**config.mk**
```make
export PLATFORM = sky130hd
export DESIGN_NAME = sha256_hash_serialiser
export DESIGN_NICKNAME = d
export VERILOG_FILES = /design/src/rtl/sha256_pkg.sv /design/src/rtl/sha256_hash_serialiser.sv
export SDC_FILE = /design/constraint.sdc
export NUM_CORES = 1
export LEC_CHECK = 0
export CORE_UTILIZATION = 30
export DETAILED_ROUTE_END_ITERATION = 12
export GPL_TIMING_DRIVEN = 0
export PLACE_DENSITY = 0.5
export SYNTH_ARGS = -nofsm -noshare
export SYNTH_HDL_FRONTEND = slang
export SYNTH_SLANG_ARGS = --single-unit
export TNS_END_PERCENT = 100
```
**constraint.sdc**
```tcl
create_clock -name clk -period 3.8 [get_ports clk]
set_clock_uncertainty 0.2 [all_clocks]
set_input_delay 0.76 -clock clk [delete_from_list [all_inputs] [get_ports clk]]
set_output_delay 0.76 -clock clk [all_outputs]
set_load 0.005 [all_outputs]
```
**src/rtl/sha256_pkg.sv**
```systemverilog
// Shared sizing and FSM state type for the SHA-256 digest serialiser.
package sha256_pkg;

  localparam int unsigned HASH_W         = 256;
  localparam int unsigned WORD_W         = 32;
  localparam int unsigned WORDS_PER_HASH = 8;
  localparam int unsigned CNT_W          = 3;
  localparam int unsigned DROP_W         = 10;

  typedef enum logic {
    IDLE  = 1'b0,
    SHIFT = 1'b1
  } state_t;

endpackage

```
**src/rtl/sha256_hash_serialiser.sv**
```systemverilog
// Serialises a 256-bit digest into eight 32-bit words, MSW first.
// Optional SHA256_HASH_SERIALISER_ERR_DROP_EN: consume and count erroneous digests.
module sha256_hash_serialiser
  import sha256_pkg::*;
(
  input  logic              clk,
  input  logic              nrst,
  input  logic              en,
  input  logic              sync_rst,
  input  logic [HASH_W-1:0] hash_in,
  input  logic              hash_in_err,
  input  logic              hash_in_last,
  input  logic              hash_in_valid,
  output logic              hash_in_ready,
  output logic [WORD_W-1:0] data_out,
  output logic              data_out_err,
  output logic              data_out_hash_last,
  output logic              data_out_last,
  output logic              data_out_valid,
  input  logic              data_out_ready,
  output logic [DROP_W-1:0] status_drop_count
);

  state_t            state, state_n;
  logic [CNT_W-1:0]  word_cnt, word_cnt_n;
  logic [HASH_W-1:0] hash_reg, hash_reg_n;
  logic              err_reg, err_reg_n;
  logic              last_reg, last_reg_n;

  logic active;
  logic word7;
  logic cap;
  logic out_hs;
  logic drop_now;

  // Handshakes are suppressed while any reset is asserted or en is low.
  assign active = nrst & ~sync_rst & en;
  assign word7  = (word_cnt == CNT_W'(WORDS_PER_HASH - 1));

  assign data_out_valid = active & (state == SHIFT);
  assign hash_in_ready  = active & ((state == IDLE) |
                                    ((state == SHIFT) & word7 & data_out_ready));

  assign cap    = hash_in_valid & hash_in_ready;
  assign out_hs = data_out_valid & data_out_ready;

  assign data_out           = hash_reg[(HASH_W - 1) - (WORD_W * int'(word_cnt)) -: WORD_W];
  assign data_out_err       = err_reg;
  assign data_out_hash_last = (state == SHIFT) & word7;
  assign data_out_last      = (state == SHIFT) & word7 & last_reg;

`ifdef SHA256_HASH_SERIALISER_ERR_DROP_EN
  logic [DROP_W-1:0] drop_cnt, drop_cnt_n;

  assign drop_now          = cap & hash_in_err;
  assign status_drop_count = drop_cnt;

  always_comb begin
    drop_cnt_n = drop_cnt;
    if (drop_now && (drop_cnt != '1))
      drop_cnt_n = drop_cnt + DROP_W'(1);
  end

  always_ff @(posedge clk or negedge nrst) begin
    if (!nrst)         drop_cnt <= '0;
    else if (sync_rst) drop_cnt <= '0;
    else if (en)       drop_cnt <= drop_cnt_n;
  end
`else
  assign drop_now          = 1'b0;
  assign status_drop_count = '0;
`endif

  // A capture on the word-7 handshake overrides the return to IDLE, giving gapless digests.
  always_comb begin
    state_n    = state;
    word_cnt_n = word_cnt;
    hash_reg_n = hash_reg;
    err_reg_n  = err_reg;
    last_reg_n = last_reg;
    if (out_hs) begin
      if (word7) begin
        state_n    = IDLE;
        word_cnt_n = '0;
      end else begin
        word_cnt_n = word_cnt + CNT_W'(1);
      end
    end
    if (cap && !drop_now) begin
      state_n    = SHIFT;
      word_cnt_n = '0;
      hash_reg_n = hash_in;
      err_reg_n  = hash_in_err;
      last_reg_n = hash_in_last;
    end
  end

  always_ff @(posedge clk or negedge nrst) begin
    if (!nrst) begin
      state    <= IDLE;
      word_cnt <= '0;
      hash_reg <= '0;
      err_reg  <= 1'b0;
      last_reg <= 1'b0;
    end else if (sync_rst) begin
      state    <= IDLE;
      word_cnt <= '0;
      hash_reg <= '0;
      err_reg  <= 1'b0;
      last_reg <= 1'b0;
    end else if (en) begin
      state    <= state_n;
      word_cnt <= word_cnt_n;
      hash_reg <= hash_reg_n;
      err_reg  <= err_reg_n;
      last_reg <= last_reg_n;
    end
  end

endmodule

```
# Word level (Yosys, flattened, before mapping)
# Cells that the tools add are included.
# op_classes
add_sub_neg	2
eq_ne	1
shifts	1
mux	19
bitwise_logic	12
n_reduce_logical	7
# op_table
cell	n
two-way mux 256 bit	3
indexed part select 287 x 33 -> 32 bit	1
two-way mux 3 bit	5
two-way mux 1 bit	11
AND 1 bit	9
subtractor 8 x 8 -> 9 bit, first input constant	1
nonzero test 3 bit	2
AND reduction 2 bit	2
nonzero test 2 bit	2
adder 3 x 1 -> 3 bit, second input constant	1
== test 3 bit, second input constant	1
AND reduction 3 bit	1
inverter 1 bit	2
OR 1 bit	1
# totals
regBits	262
in_bits	264
output_inout_bits	47
elab_cells	47

# Longest topological paths before layout
# Gate-level depths: netlist of the first run.
# logic_depth
ltp_word	9
ltp_mapped	7
depth_no_buf	5

# Worst setup path after synthesis of the first run
# No wires, ideal clock.
# synth_timing
kind	register -> output
start	register word_cnt[0]
end	output data_out[26]
arrival_time_ns	1.510
required_ns	2.840
slack_ns	1.330
path_stages_with_launch	5
path_buffers	2
path_cell_list	dfrtp_1 -> buf_6 -> buf_6 -> mux4_1 -> mux2_2
# synth_between
elab_chain_cells	2
# synth_rtl
item	line_no	text
start, declared	sha256_hash_serialiser.sv:25	logic [CNT_W-1:0] word_cnt, word_cnt_n;
start signal, assigned	sha256_hash_serialiser.sv:113	word_cnt <= word_cnt_n;
subtractor 8 x 8 -> 9 bit	sha256_hash_serialiser.sv:47	assign data_out = hash_reg[(HASH_W - 1) - (WORD_W * int'(word_cnt)) -: WORD_W];
indexed part select 287 x 33 -> 32 bit	sha256_hash_serialiser.sv:47	
end, declared	sha256_hash_serialiser.sv:15	output logic [WORD_W-1:0] data_out,
# Every way passes these cells.

# Worst setup path after layout of the first run
# layout_timing
start	register word_cnt[0]
end	output data_out[0]
# The elaborated chain is that of the path after synthesis.

==> impl_metrics.env, run 1 <==
export IMPL_report_final_hold_viol_count=0
export IMPL_die_y_microns=216
export IMPL_drt_initial_drc_count=563
export IMPL_fin_total_pwr_mw=6.91
export IMPL_setup_viol=0
export IMPL_synth_sequential_area_ratio_pct=47.7
export IMPL_rows=78
export IMPL_fin_crit_sh_pct=97.2
export IMPL_max_reg_flops=256
export IMPL_fin_cells=2212
export IMPL_startpoint_type="flop"
export IMPL_clkLatencyLatePin_ps=540
export IMPL_cts_inserted_buffers=34
export IMPL_p_leak_nw=9.43
export IMPL_crit_path_required_time_ps=2840
export IMPL_critical_path_peak_fanout=10
export IMPL_fin_tns_setup_ps=0
export IMPL_number_of_global_route_vias_before_repair=11400
export IMPL_synthToLayoutAreaGrowth_pct=36.6
export IMPL_cp_arrival_ps=2730
export IMPL_place_gp_congestion=0.805
export IMPL_cts_htree_levels=2
export IMPL_pwr_share_seq_pct=41.8
export IMPL_reg2reg_slack_ps=1400
export IMPL_post_dp_hpwl_mm=37.0
export IMPL_p_switching_mw=1.70
export IMPL_initial_antenna_violation_count=5
export IMPL_synth_avg_cell_area_sq_um=11.1
export IMPL_synth_cell_types=30
export IMPL_outcome="finished clean"
export IMPL_final_max_slew_violation_count=0
export IMPL_p_per_area_mw_per_mm2=369
export IMPL_finalNetCount=1850
export IMPL_path_class="reg2out"
export IMPL_postCtsSetupBuffers=0
export IMPL_cts_clk_slew_worst_paths_ps=60
export IMPL_final_layout_size_suffix_gt1_share_pct=13.1
export IMPL_post_route_util_pct=41.4
export IMPL_pint_mw=5.21
export IMPL_io_buffer_count=299
export IMPL_floorplan_io_pins=311
export IMPL_postSynthRegisterBits=262
export IMPL_cp_end_kind="output pin"
export IMPL_global_route_wire_length_before_repair_mm=73.8
export IMPL_synth_top_flop_cell="dfrtp_1"
export IMPL_floorplan_core_area_sq_mm=0.0453
export IMPL_async_s_r_ff_share_synth_pct=100
export IMPL_synth_top_cell_area_share_pct=47.7
export IMPL_hp_class="in2async"
export IMPL_tightest_slew_ps=839
export IMPL_post_drt_wl_per_cell_microns=22.5
export IMPL_synth_enable_flop_cells=0
export IMPL_mappedNetlistArea_sq_mm=0.0137
export IMPL_clockBufferDepth=3
export IMPL_clock_power_share_pct=46.6
export IMPL_fmax_mhz=271
export IMPL_routed_via_count=10500
export IMPL_remaining_drc_errors=0
export IMPL_initial_core_util_pct=30.3
export IMPL_dieArea_sq_mm=0.0466
export IMPL_share_comb_of_total_power_pct=11.6
export IMPL_yosysWarnings=0
export IMPL_synth_area_top_cells="dfrtp_1 (48%), mux2i_1 (17%), nand2_1 (12%)"
export IMPL_maximum_number_of_pins_on_one_net_before_global_route_repair=109
export IMPL_die_w_microns=216
export IMPL_dpl_cell_count=2147
export IMPL_drtAntennaViolNets=0
export IMPL_vdd_ir_drop_worst_mv=0.206
export IMPL_grt_setup_unrepaired="no"
export IMPL_drt_total_wl_mm=49.8
export IMPL_clk_root_buffer_cell="clkbuf_16"
export IMPL_via_per_inst=4.74
export IMPL_final_global_route_overflow_total=0
export IMPL_fin_hold_ws_ps=18.6
export IMPL_grtUsageTotal_pct=21.7
export IMPL_clock_sink_count=262
export IMPL_cap_viol_max_count=0
export IMPL_finalCriticalPeriod_ps=3690
export IMPL_cts_tree="done"
export IMPL_timing_slew_headroom_pct=44.0
export IMPL_switching_share_pct=24.6
export IMPL_synth_cells=1237
export IMPL_synth_top_cell_by_area="dfrtp_1"
export IMPL_drt_first_pass_iters=5
## cell usage after synthesis (2+ instances only)
library cell and number:
a211oi_1 3, and2_1 2, buf_1 2, buf_2 6
buf_4 16, buf_6 25, clkbuf_1 61, dfrtp_1 262
ha_1 2, inv_1 2, mux2_1 30, mux2_2 32
mux2i_1 228, mux4_1 3, mux4_2 60, nand2_1 456
nand3_1 3, nor2b_1 30, o21ai_0 3
## routing by layer
metal  wire (microns)  global-route usage [%]  vias up
met5               39                       0        -
met4             1000                    5.85        6
met3             2670                    4.26       61
met2            23700                    35.2      314
met1            22400                    29.4     5251
li1                 -                       -     4863
## cell type report
class                   count  area, sq um
clock inverters            11         83.8
inverters                   3         12.5
plain buffers             109          707
fillers                  4427        26500
multi-input cells         871         6520
well taps                 600          751
clock buffers              51         1030
flip-flops and latches    262         6560
repair buffers            303         3090
diodes                      2         5.00
## cells in the final DEF, fill, tap and decap left out, drive strengths merged, types with 2 or more instances in the layout
| master | n |
|---|---|
| nor2b | 30 |
| mux2i | 228 |
| diode | 2 |
| inv | 3 |
| ha | 2 |
| buf | 51 |
| o21ai | 3 |
| mux2 | 62 |
| nand3 | 3 |
| clkdlybuf4s50 | 298 |
| conb | 10 |
| clkbuf | 113 |
| dfrtp | 262 |
| clkinv | 10 |
| and2 | 2 |
| nand2 | 457 |
| mux4 | 64 |
| a211oi | 3 |
## stage by stage
step	area [sq um]	worst slack [ps]
after global placement	17500	-10530
after global routing	18800	27.3
final	18800	106
after floorplan	13800	1330
after detailed placement	17600	-172
after CTS	18700	-59.9
## power groups by stage
stage               logic [mW]  registers [mW]  clock network [mW]
floorplan                0.287            2.92                   0
global placement         0.802            2.94                   0
detailed placement       0.811            2.94                   0
CTS                      0.820            2.89                3.31
global route             0.870            2.89                3.42
finish                   0.803            2.89                3.22
## cell families (layout without fill, tap and decap cells)
| logic type | Yosys count | in the layout | share of synthesized area (%) |
|---|---|---|---|
| and+or+nand+nor | 497 | 497 | 14.4 |
| muxes | 354 | 354 | 32.3 |
| DFF | 262 | 262 | 47.7 |
| other | 1 | 12 | 0.0273 |
| adders and majority gates | 2 | 2 | 0.182 |
| AOI/OAI and AO/OA | 8 | 8 | 0.410 |
| buffers and inverters | 113 | 477 | 4.95 |
## worst max-delay path: stages, from the launching register on
cell and delay [ps]:
dfrtp_2 420, buf_12 180, buf_8 200, mux4_2 590, mux2_2 340, clkdlybuf4s50_1 470
## what timing repair did
item | CTS | global route
hold buffers | 2 | 0
setup endpoints to repair | 23 | 24
gates resized for setup | 14 | 11
endpoints found under the hold margin | 54 | 0
## path summary, 6_finish.rpt
kind / to / depth (start not counted) / from
setup / recovery: data_out[0] / 5 / word_cnt[0]
hold / removal: hash_reg[24] / 2 / nrst
setup reg to reg: hash_reg[113] / 7 / word_cnt[0]
hold reg to reg: hash_reg[192] / 2 / hash_reg[192]
max in group asynchronous: hash_reg[200] / 3 / nrst
min in group clk: hash_reg[192] / 2 / hash_reg[192]
(Power assumes the default switching activity.)
==> run 2, diff against run 1 <==
PLACE_DENSITY = 0.57   (was 0.5)
==> run 2 against run 1 <==
Against the previous run:
- utilization grew 0.18 points
- sequential power is essentially flat
- clock-buffer cell count shrank 13
- die area is the same
- maximum frequency shrank 0.41%
- power grew 1.5%
- cell count shrank 0.23%
- routed wire length shrank 0.42%
- non-clock buffer count grew 1
- critical endpoint is now data_out[2]
- largest power group unchanged
- highest routed layer is now met4
==> impl_metrics.env, run 2 (synthesis results as in run 1) <==
export IMPL_post_dp_hpwl_mm=36.6
export IMPL_routed_via_count=10600
export IMPL_drtAntennaViolNets=0
export IMPL_setup_viol=0
export IMPL_place_worst_setup_slack_ps=-163
export IMPL_place_gp_congestion=0.864
export IMPL_max_reg_flops=256
export IMPL_die_y_microns=216
export IMPL_maximum_number_of_pins_on_one_net_before_global_route_repair=92
export IMPL_path_class="reg2out"
export IMPL_cp_arrival_ps=2750
export IMPL_initial_antenna_violation_count=1
export IMPL_die_w_microns=216
export IMPL_cts_clk_slew_worst_paths_ps=60
export IMPL_tightest_slew_ps=916
export IMPL_setup_ws_ps=90.8
export IMPL_initial_core_util_pct=30.3
export IMPL_dpl_cell_count=2147
export IMPL_floorplan_io_pins=311
export IMPL_remaining_drc_errors=0
export IMPL_dieArea_sq_mm=0.0466
export IMPL_global_route_wire_length_before_repair_mm=73.4
export IMPL_cts_inserted_buffers=31
export IMPL_floorplan_core_area_sq_mm=0.0453
export IMPL_cp_end_kind="output pin"
export IMPL_clk_root_buffer_cell="clkbuf_16"
export IMPL_p_per_area_mw_per_mm2=372
export IMPL_cts_tree="done"
export IMPL_grtUsageTotal_pct=21.2
export IMPL_final_layout_size_suffix_gt1_share_pct=13.4
export IMPL_drt_first_pass_iters=8
export IMPL_finalNetCount=1848
export IMPL_final_common_cell="nand2_1"
export IMPL_cts_htree_levels=1
export IMPL_rows=78
export IMPL_final_max_slew_violation_count=0
export IMPL_via_per_inst=4.82
export IMPL_crit_path_required_time_ps=2840
export IMPL_io_buffer_count=299
export IMPL_fin_cells=2207
export IMPL_vdd_ir_drop_worst_mv=0.219
export IMPL_clockBufferDepth=3
export IMPL_finalCriticalPeriod_ps=3710
export IMPL_p_leak_nw=9.46
export IMPL_timing_slew_headroom_pct=39.0
export IMPL_fin_total_pwr_mw=7.01
export IMPL_critical_path_peak_fanout=10
export IMPL_startpoint_type="flop"
export IMPL_outcome="finished clean"
export IMPL_fmax_mhz=270
export IMPL_synthToLayoutAreaGrowth_pct=37.2
export IMPL_clock_sink_count=262
export IMPL_fin_tns_setup_ps=0
export IMPL_fin_crit_sh_pct=97.6
export IMPL_hp_class="in2async"
export IMPL_post_route_util_pct=41.6
export IMPL_grt_setup_unrepaired="no"
export IMPL_number_of_global_route_vias_before_repair=11600
export IMPL_post_drt_wl_per_cell_microns=22.5
export IMPL_drt_initial_drc_count=719
export IMPL_final_global_route_overflow_total=0
export IMPL_cap_viol_max_count=0
export IMPL_clkLatencyLatePin_ps=570
export IMPL_drt_total_wl_mm=49.6
export IMPL_report_final_hold_viol_count=0
export IMPL_final_cell_mix="nand2_1 (456), clkdlybuf4s50_1 (298), dfrtp_1 (261)"
-- run 2: stage by stage --
| step | hold slack, ps | area, sq um |
|---|---|---|
| after detailed placement | 316 | 17600 |
| after global placement | 310 | 17500 |
| after CTS | 34.1 | 18800 |
| final | 40.2 | 18800 |
| after global routing | 35.8 | 18800 |
| after floorplan | 264 | 13800 |
-- run 2: cell type report --
type,count,area [sq um]
antenna,1,2.50
buffer,109,742
clock buffer,38,842
clock inverter,19,285
fill,4463,26400
inverter,3,12.5
multi-input combinational,871,6530
sequential,262,6560
tap,600,751
timing repair buffer,304,3120
-- run 2: what timing repair did --
action	CTS	global route
setup buffers	1	0
endpoints found under the hold margin	68	0
hold buffers	1	0
cloned	1	0
endpoints found under the setup margin	29	20
gates resized for setup	28	4
-- run 2: routing by layer --
layer	part of all wire [%]	up-vias	global-route usage (%)	wire length [microns]
met5	0	-	0	0
met4	2.5	0	5.07	1240
met3	5.3	52	3.51	2640
met2	47	328	35.1	23500
met1	45	5380	29.0	22200
li1	-	4870	-	-
-- run 2: path summary, 6_finish.rpt --
path | start | endpoint | slack (ps) | cells past startpoint
min in group clk | hash_reg[166] | hash_reg[166] | 320 | 2
setup reg to reg | word_cnt[0] | hash_reg[229] | 1310 | 7
setup / recovery | word_cnt[0] | data_out[2] | 90 | 5
max in group asynchronous | nrst | hash_reg[136] | 2890 | 2
hold / removal | nrst | hash_reg[154] | 40 | 2
hold reg to reg | hash_reg[166] | hash_reg[166] | 320 | 2
-- run 2: worst max-delay path, stage by stage (launching register included) --
cell,delay (ps)
dfrtp_2,410
buf_12,190
buf_16,190
mux4_2,580
mux2_2,340
clkdlybuf4s50_1,470
-- run 2: report_power, final --
group / switching, mW / internal (mW)
Combinational: 0.392 / 0.420
Sequential: 0.0345 / 2.85
Clock: 1.27 / 2.05
